==> config.mk <==
export PLATFORM = sky130hd
export DESIGN_NAME = svn_seg_bcd_conv
export DESIGN_NICKNAME = d
export VERILOG_FILES = /design/src/rtl/svn_seg_bcd_conv.sv
export SDC_FILE = /design/constraint.sdc
export NUM_CORES = 1
export LEC_CHECK = 0
export CAP_MARGIN = 20
export CORE_ASPECT_RATIO = 1.4
export CORE_MARGIN = 2
export CORE_UTILIZATION = 32
export DETAILED_ROUTE_END_ITERATION = 8
export GPL_TIMING_DRIVEN = 0
export PLACE_DENSITY_LB_ADDON = 0.1
export SYNTH_ARGS = -nofsm -noshare
export SYNTH_HDL_FRONTEND = slang
export SYNTH_SLANG_ARGS = --single-unit
export TNS_END_PERCENT = 10
==> constraint.sdc <==
create_clock -name clk_i -period 3 [get_ports clk_i]
set_input_delay 0.6 -clock clk_i [delete_from_list [all_inputs] [get_ports clk_i]]
set_output_delay 0.6 -clock clk_i [all_outputs]
set_load 0.02 [all_outputs]
==> src/rtl/svn_seg_bcd_conv.sv <==
// svn_seg_bcd_conv: sequential binary-to-BCD converter (double dabble, one bit per clock)
// Optional leading-zero blanking on blank_o is enabled by defining SVN_SEG_LZB_EN;
// without it blank_o is tied low and the port list is unchanged.
module svn_seg_bcd_conv #(
    parameter int WIDTH  = 16,
    parameter int DIGITS = 5
) (
    input  logic                  clk_i,
    input  logic                  rstn_i,
    input  logic [WIDTH-1:0]      bin_i,
    input  logic                  bin_valid_i,
    output logic                  bin_ready_o,
    output logic [4*DIGITS-1:0]   bcd_o,
    output logic                  bcd_valid_o,
    input  logic                  bcd_ready_i,
    output logic                  overflow_o,
    output logic [DIGITS-1:0]     blank_o
);
    localparam int CW = $clog2(WIDTH + 1);

    typedef enum logic [1:0] {IDLE, SHIFT, DONE} state_t;

    state_t                r_state;
    logic [WIDTH-1:0]      r_shift;
    logic [4*DIGITS-1:0]   r_work;
    logic [4*DIGITS-1:0]   r_bcd;
    logic                  r_ovf_work;
    logic                  r_ovf;
    logic                  r_valid;
    logic                  r_ready;
    logic [CW-1:0]         r_cnt;
    logic [DIGITS-1:0]     r_blank;
    logic [4*DIGITS-1:0]   w_adj;
    logic [4*DIGITS-1:0]   w_next;
    logic                  w_ovf_next;
    logic [DIGITS-1:0]     w_blank;

    genvar d;

    // Add-3 correction per digit, digits are independent (no carry between them)
    for (d = 0; d < DIGITS; d++) begin : g_adj
        assign w_adj[4*d +: 4] = (r_work[4*d +: 4] >= 4'd5) ? r_work[4*d +: 4] + 4'd3 : r_work[4*d +: 4];
    end

    // Working register after the shift; the top bit of the corrected digits falls out
    assign w_next     = {w_adj[4*DIGITS-2:0], r_shift[WIDTH-1]};
    assign w_ovf_next = r_ovf_work | w_adj[4*DIGITS-1];

`ifdef SVN_SEG_LZB_EN
    logic [DIGITS-1:0] w_nz;
    for (d = 0; d < DIGITS; d++) begin : g_lzb
        assign w_nz[d]    = |w_next[4*d +: 4];
        assign w_blank[d] = (d != 0) && ((w_nz >> d) == '0);
    end
`else
    assign w_blank = '0;
`endif

    // Conversion FSM; results and flags are registered on DONE entry and held afterwards
    always_ff @(posedge clk_i or negedge rstn_i) begin
        if (!rstn_i) begin
            r_state    <= IDLE;
            r_shift    <= '0;
            r_work     <= '0;
            r_bcd      <= '0;
            r_ovf_work <= 1'b0;
            r_ovf      <= 1'b0;
            r_valid    <= 1'b0;
            r_ready    <= 1'b1;
            r_cnt      <= '0;
            r_blank    <= '0;
        end else begin
            case (r_state)
                IDLE: if (bin_valid_i && r_ready) begin
                    r_shift    <= bin_i;
                    r_work     <= '0;
                    r_ovf_work <= 1'b0;
                    r_cnt      <= CW'(WIDTH);
                    r_ready    <= 1'b0;
                    r_state    <= SHIFT;
                end
                SHIFT: begin
                    r_work     <= w_next;
                    r_shift    <= r_shift << 1;
                    r_ovf_work <= w_ovf_next;
                    r_cnt      <= r_cnt - CW'(1);
                    if (r_cnt == CW'(1)) begin
                        r_bcd   <= w_next;
                        r_ovf   <= w_ovf_next;
                        r_blank <= w_blank;
                        r_valid <= 1'b1;
                        r_state <= DONE;
                    end
                end
                DONE: if (bcd_ready_i) begin
                    r_valid <= 1'b0;
                    r_ready <= 1'b1;
                    r_state <= IDLE;
                end
                default: r_state <= IDLE;
            endcase
        end
    end

    assign bin_ready_o = r_ready;
    assign bcd_o       = r_bcd;
    assign bcd_valid_o = r_valid;
    assign overflow_o  = r_ovf;
    assign blank_o     = r_blank;
endmodule

== Yosys cells after proc, flatten, opt, wreduce, memory -nomap -nowiden ==
Cells that the tools add are included.

* Register bits: 67
* Bits in latches: 0
* RAM bits: 0
* ROM bits: 0
* Bits of input ports: 20
* Output and inout port bits: 28
* Word-level logic and storage cells: 59
* Memories: 0

* Add/sub/neg operators: 6
* Multipliers: 0
* Divide/modulo/power cells: 0
* Magnitude comparators: 5
* Equality and inequality tests: 6
* Shift-type cells: 0
* Multiplexer cells: 22
* Bitwise gates (word level): 1
* Reductions and logical operators: 10

{| class="wikitable"
|+ Operators by type and width
! kind !! count
|-
| $pmux 20 s2 || 1
|-
| $pmux 16 s2 || 1
|-
| $add 4x2->4 const B || 5
|-
| $ge 4x3->1 const B || 5
|-
| $mux 20 || 1
|-
| $mux 4 || 5
|-
| $mux 16 || 1
|-
| $pmux 5 s2 || 1
|-
| $reduce_and 3->1 || 3
|-
| $mux 2 || 3
|-
| $ne 2x2->1 const B || 3
|-
| $pmux 1 s2 || 3
|-
| $pmux 2 s3 || 1
|-
| $reduce_bool 2->1 || 3
|-
| $eq 5x1->1 const B || 1
|-
| $mux 5 || 1
|-
| $sub 5x1->5 const B || 1
|-
| $mux 1 || 4
|-
| $reduce_and 2->1 || 2
|-
| $eq 2x1->1 const B || 1
|-
| $eq 2x2->1 const B || 1
|-
| $logic_not 2->1 || 1
|-
| $logic_and 1x1->1 || 1
|-
| $or 1x1->1 || 1
|}

== Longest topological paths before layout ==
* Depth after elaboration: 4
* Depth in mapped cells: 7

== Least setup slack after synthesis ==
No wires, ideal clock.

* Kind: flip-flop to flip-flop
* Start: reg r_ready, in the netlist bin_ready_o
* End: reg r_shift[10]
* Library setup time: 126 ps
* Data arrival time: 1463 ps
* Required time: 2874 ps
* Slack: 1411 ps
* Stages on the path, launching flop included: 6
* Path buffers: 2
* Period minus slack after synthesis: 1589 ps
* Path through: dfstp_2 -> a21oi_2 -> or2_1 -> clkbuf_1 -> buf_2 -> a221o_1

* Word-level cells in the longest chain between the ends: 3

{| class="wikitable"
|+ RTL lines
! item !! RTL line !! text
|-
| start: declaration || 30 || <nowiki>logic r_ready;</nowiki>
|-
| start signal: assignment || 69 || <nowiki>r_ready <= 1'b1;</nowiki>
|-
| start signal: assignment || 79 || <nowiki>r_ready <= 1'b0;</nowiki>
|-
| start signal: assignment || 97 || <nowiki>r_ready <= 1'b1;</nowiki>
|-
| $logic_and 1x1->1 || 74 || <nowiki>IDLE: if (bin_valid_i && r_ready) begin</nowiki>
|-
| $ne 2x2->1 (no source line) || n/a ||
|-
| $reduce_and 2->1 (no source line) || n/a ||
|-
| end signal: assignment || 75 || <nowiki>r_shift <= bin_i;</nowiki>
|-
| end signal: assignment || 84 || <nowiki>r_shift <= r_shift << 1;</nowiki>
|-
| end: declaration || 24 || <nowiki>logic [WIDTH-1:0] r_shift;</nowiki>
|}

Every way passes these cells.
A chain may end at the register's enable or synchronous reset.

== Worst setup path after layout ==
* Start: reg r_ready, in the netlist bin_ready_o
* End: out bin_ready_o

{| class="wikitable"
|+ RTL lines
! item !! RTL line !! text
|-
| end: declaration || 12 || <nowiki>output logic bin_ready_o,</nowiki>
|}

No word-level cell between the ends.

==> results.json <==
{
  "status": "finished, final reports clean",
  "dr_wl_met2_um": 3760,
  "route.met3.wl_um": 358,
  "critPathTopFamily": "buffers and inverters",
  "timing.max_cap.violations": 0,
  "cts.clk_slew.worst_paths_ns": 0.05,
  "core_um2": 9790,
  "rows": 43,
  "cts_root_buf": "clkbuf_16",
  "diodes": 0,
  "design_area_um2": 4080,
  "finalNonFillerCells": 495,
  "layout-drive-gt1-share_pct": 11.9,
  "netlist_instances": 297,
  "placedInstanceArea_um2": 3800,
  "slew_viol_final": 0,
  "worstPathArrival_ns": 1.48,
  "maxSlewHeadroom_pct": 62.5,
  "setup_viol_count_final": 0,
  "synthFlopType": "dfrtp_1",
  "grt_max_degree": 68,
  "period_share_pct": 69.4,
  "cts.repair.resized": 0,
  "report.final.hold_viol_count": 0,
  "cts_setup_buffers": 0,
  "clkSinkCount": 67,
  "worstSetupStartpointType": "flip-flop",
  "insertion_delay_ns": 0.33,
  "cts_inserted_buffers": 9,
  "rsz0062_at_grt": "false",
  "drt_iter0_markers": 117,
  "htree_levels": 3,
  "grtUsageTotal_pct": 15.3,
  "cts.hold.buffers_added": 0,
  "crit_fanout": 4,
  "seq_area_frac_synth_pct": 52.9,
  "hold_path_class": "input port to async pin",
  "worst_pin_slew_ns": 0.563,
  "area_growth_pct": 28.5,
  "critPathBufInv": 1,
  "required_ns": 2.40,
  "path_class": "flip-flop to primary output",
  "clock.fmax_mhz": 480,
  "synth.distinct_cells": 34,
  "die_w_um": 88.2,
  "powerDensity_nw_per_um2": 1060,
  "first_global_vias": 2414,
  "nNetsFinal": 387,
  "path_cells": "clkdlybuf4s50_1",
  "drt-met1-wl_um": 3370,
  "post-route-min-period_ns": 2.08,
  "grt_pass1_wl_um": 12300,
  "avgSynthCellArea_um2": 10.7,
  "yosysMostFrequentCell": "dfrtp_1",
  "clk_path_buf_depth": 2,
  "place_congestion": 0.707,
  "totalNegativeSetupSlack_ns": 0,
  "ys_ff_latch": 67,
  "dpl.hpwl_um": 5130,
  "antenna_found_initial": 0,
  "grt-ovfl-total": 0,
  "fin_skew_ns": 0.00347,
  "finalWirelength_um": 7640,
  "num_vias": 2439,
  "yosysWarnings": 0,
  "synth_area_leaders": "dfrtp_1, ha_1, o21ai_0",
  "worst_slack_ns": 0.917,
  "async_reset_ff_share_pct": 100,
  "start_util_pct": 32.4,
  "p_leak_nw": 1.81,
  "cts_tree": "done",
  "die_h_um": 122,
  "routed_via_density": 4.93,
  "synth_common_cells": "dfrtp_1, nand2_1, o21ai_0",
  "synth_edf_count": 0,
  "drt_first_pass_iters": 5,
  "slowest_delay_ns": 0.60,
  "dp_slack_ns": 0.677,
  "synth_top_area_share_pct": 52.0,
  "crit_slowest_cell": "clkdlybuf4s50_1",
  "antenna_left": 0,
  "worstSetupEndpointType": "primary output",
  "finalPower_w": 0.00434,
  "ios": 48,
  "yosysTopAreaCell": "dfrtp_1",
  "syn_area_um2": 3170,
  "routedWlPerCell_um": 15.4,
  "highest-signal-layer": "met4",
  "vdd_drop_max_mv": 0.386,
  "numPortBuffers": 42,
  "dp_cells": 479,
  "drcViolationCount": 0,
  "dieArea_um2": 10700
}
-- where the power goes --
group / total, W / switching (W) / internal (W)
combinational: 0.00180 / 0.000967 / 0.000836
clock: 0.000963 / 0.000361 / 0.000602
sequential: 0.00157 / 0.000286 / 0.00129
-- area by class of cell --
cell class | count | area (um2)
Multi-Input combinational cell | 197 | 1340
Clock buffer | 14 | 264
Timing Repair Buffer | 43 | 445
Tap cell | 135 | 169
Clock inverter | 2 | 10.0
Fill cell | 981 | 5710
Sequential cell | 67 | 1680
Inverter | 15 | 56.3
Buffer | 22 | 119
-- routing by layer --
metal  vias to the layer above  global-route usage, %
li1                       1173                      -
met1                      1206                   19.2
met2                        48                   25.1
met3                        12                   3.59
met4                         0                   6.25
met5                         -                      0
-- layout by cell type, fill, tap and decap left out, drive strengths merged, types with 2 or more instances in the layout --
master	instances
o31ai	7
ha	12
inv	15
nor2	10
o22ai	9
clkdlybuf4s50	41
mux2i	4
a32o	5
o21ai	25
a22o	6
nor4b	2
nor3	2
nand2	27
a31oi	3
dfrtp	66
xnor2	8
and3	12
nor3b	10
conb	5
buf	19
nand2b	6
nor2b	2
clkinv	2
clkbuf	19
mux2	6
a221o	12
a21oi	21
-- kinds of logic (layout without fill, tap and decap cells) --
logic type,Yosys count,count (layout),share of synthesized area [%]
buffers and inverters,37,96,5.52
and+or+nand+nor,74,74,12.8
other,1,5,0.118
DFF,67,67,52.9
AOI/OAI and AO/OA,88,88,18.4
adders and majority gates,12,12,4.73
xor gates and xnor gates,8,8,2.21
muxes,10,10,3.39
-- worst paths after layout --
path	from	endpoint	slack, ns	cells past startpoint
worst max-delay path	bin_ready_o	bin_ready_o	0.92	1
worst min-delay path	rstn_i	bcd_valid_o	0.28	2
worst max register to register	r_cnt[1]	overflow_o	1.25	7
worst min register to register	bcd_o[4]	bcd_o[4]	0.48	2
max in group asynchronous	rstn_i	r_cnt[2]	2.43	2
min in group clk_i	bcd_o[4]	bcd_o[4]	0.48	2
-- registers in the layout, summed over array words and instances, names as in the netlist --
signal and cells:
bcd_o 20, r_work 20, r_shift 16, r_cnt 5
r_state 2, bcd_valid_o 1, bin_ready_o 1, overflow_o 1
r_ovf_work 1
-- per-stage QoR --
stage          utilization [%]  hold slack (ns)
2_1_floorplan                -            0.304
3_3_place_gp              38.6            0.469
3_5_place_dp              38.8            0.478
4_1_cts                   41.6            0.294
5_1_grt                   41.6            0.314
6_report                  41.6            0.275
No activity file was read; power rests on OpenSTA's default activity.
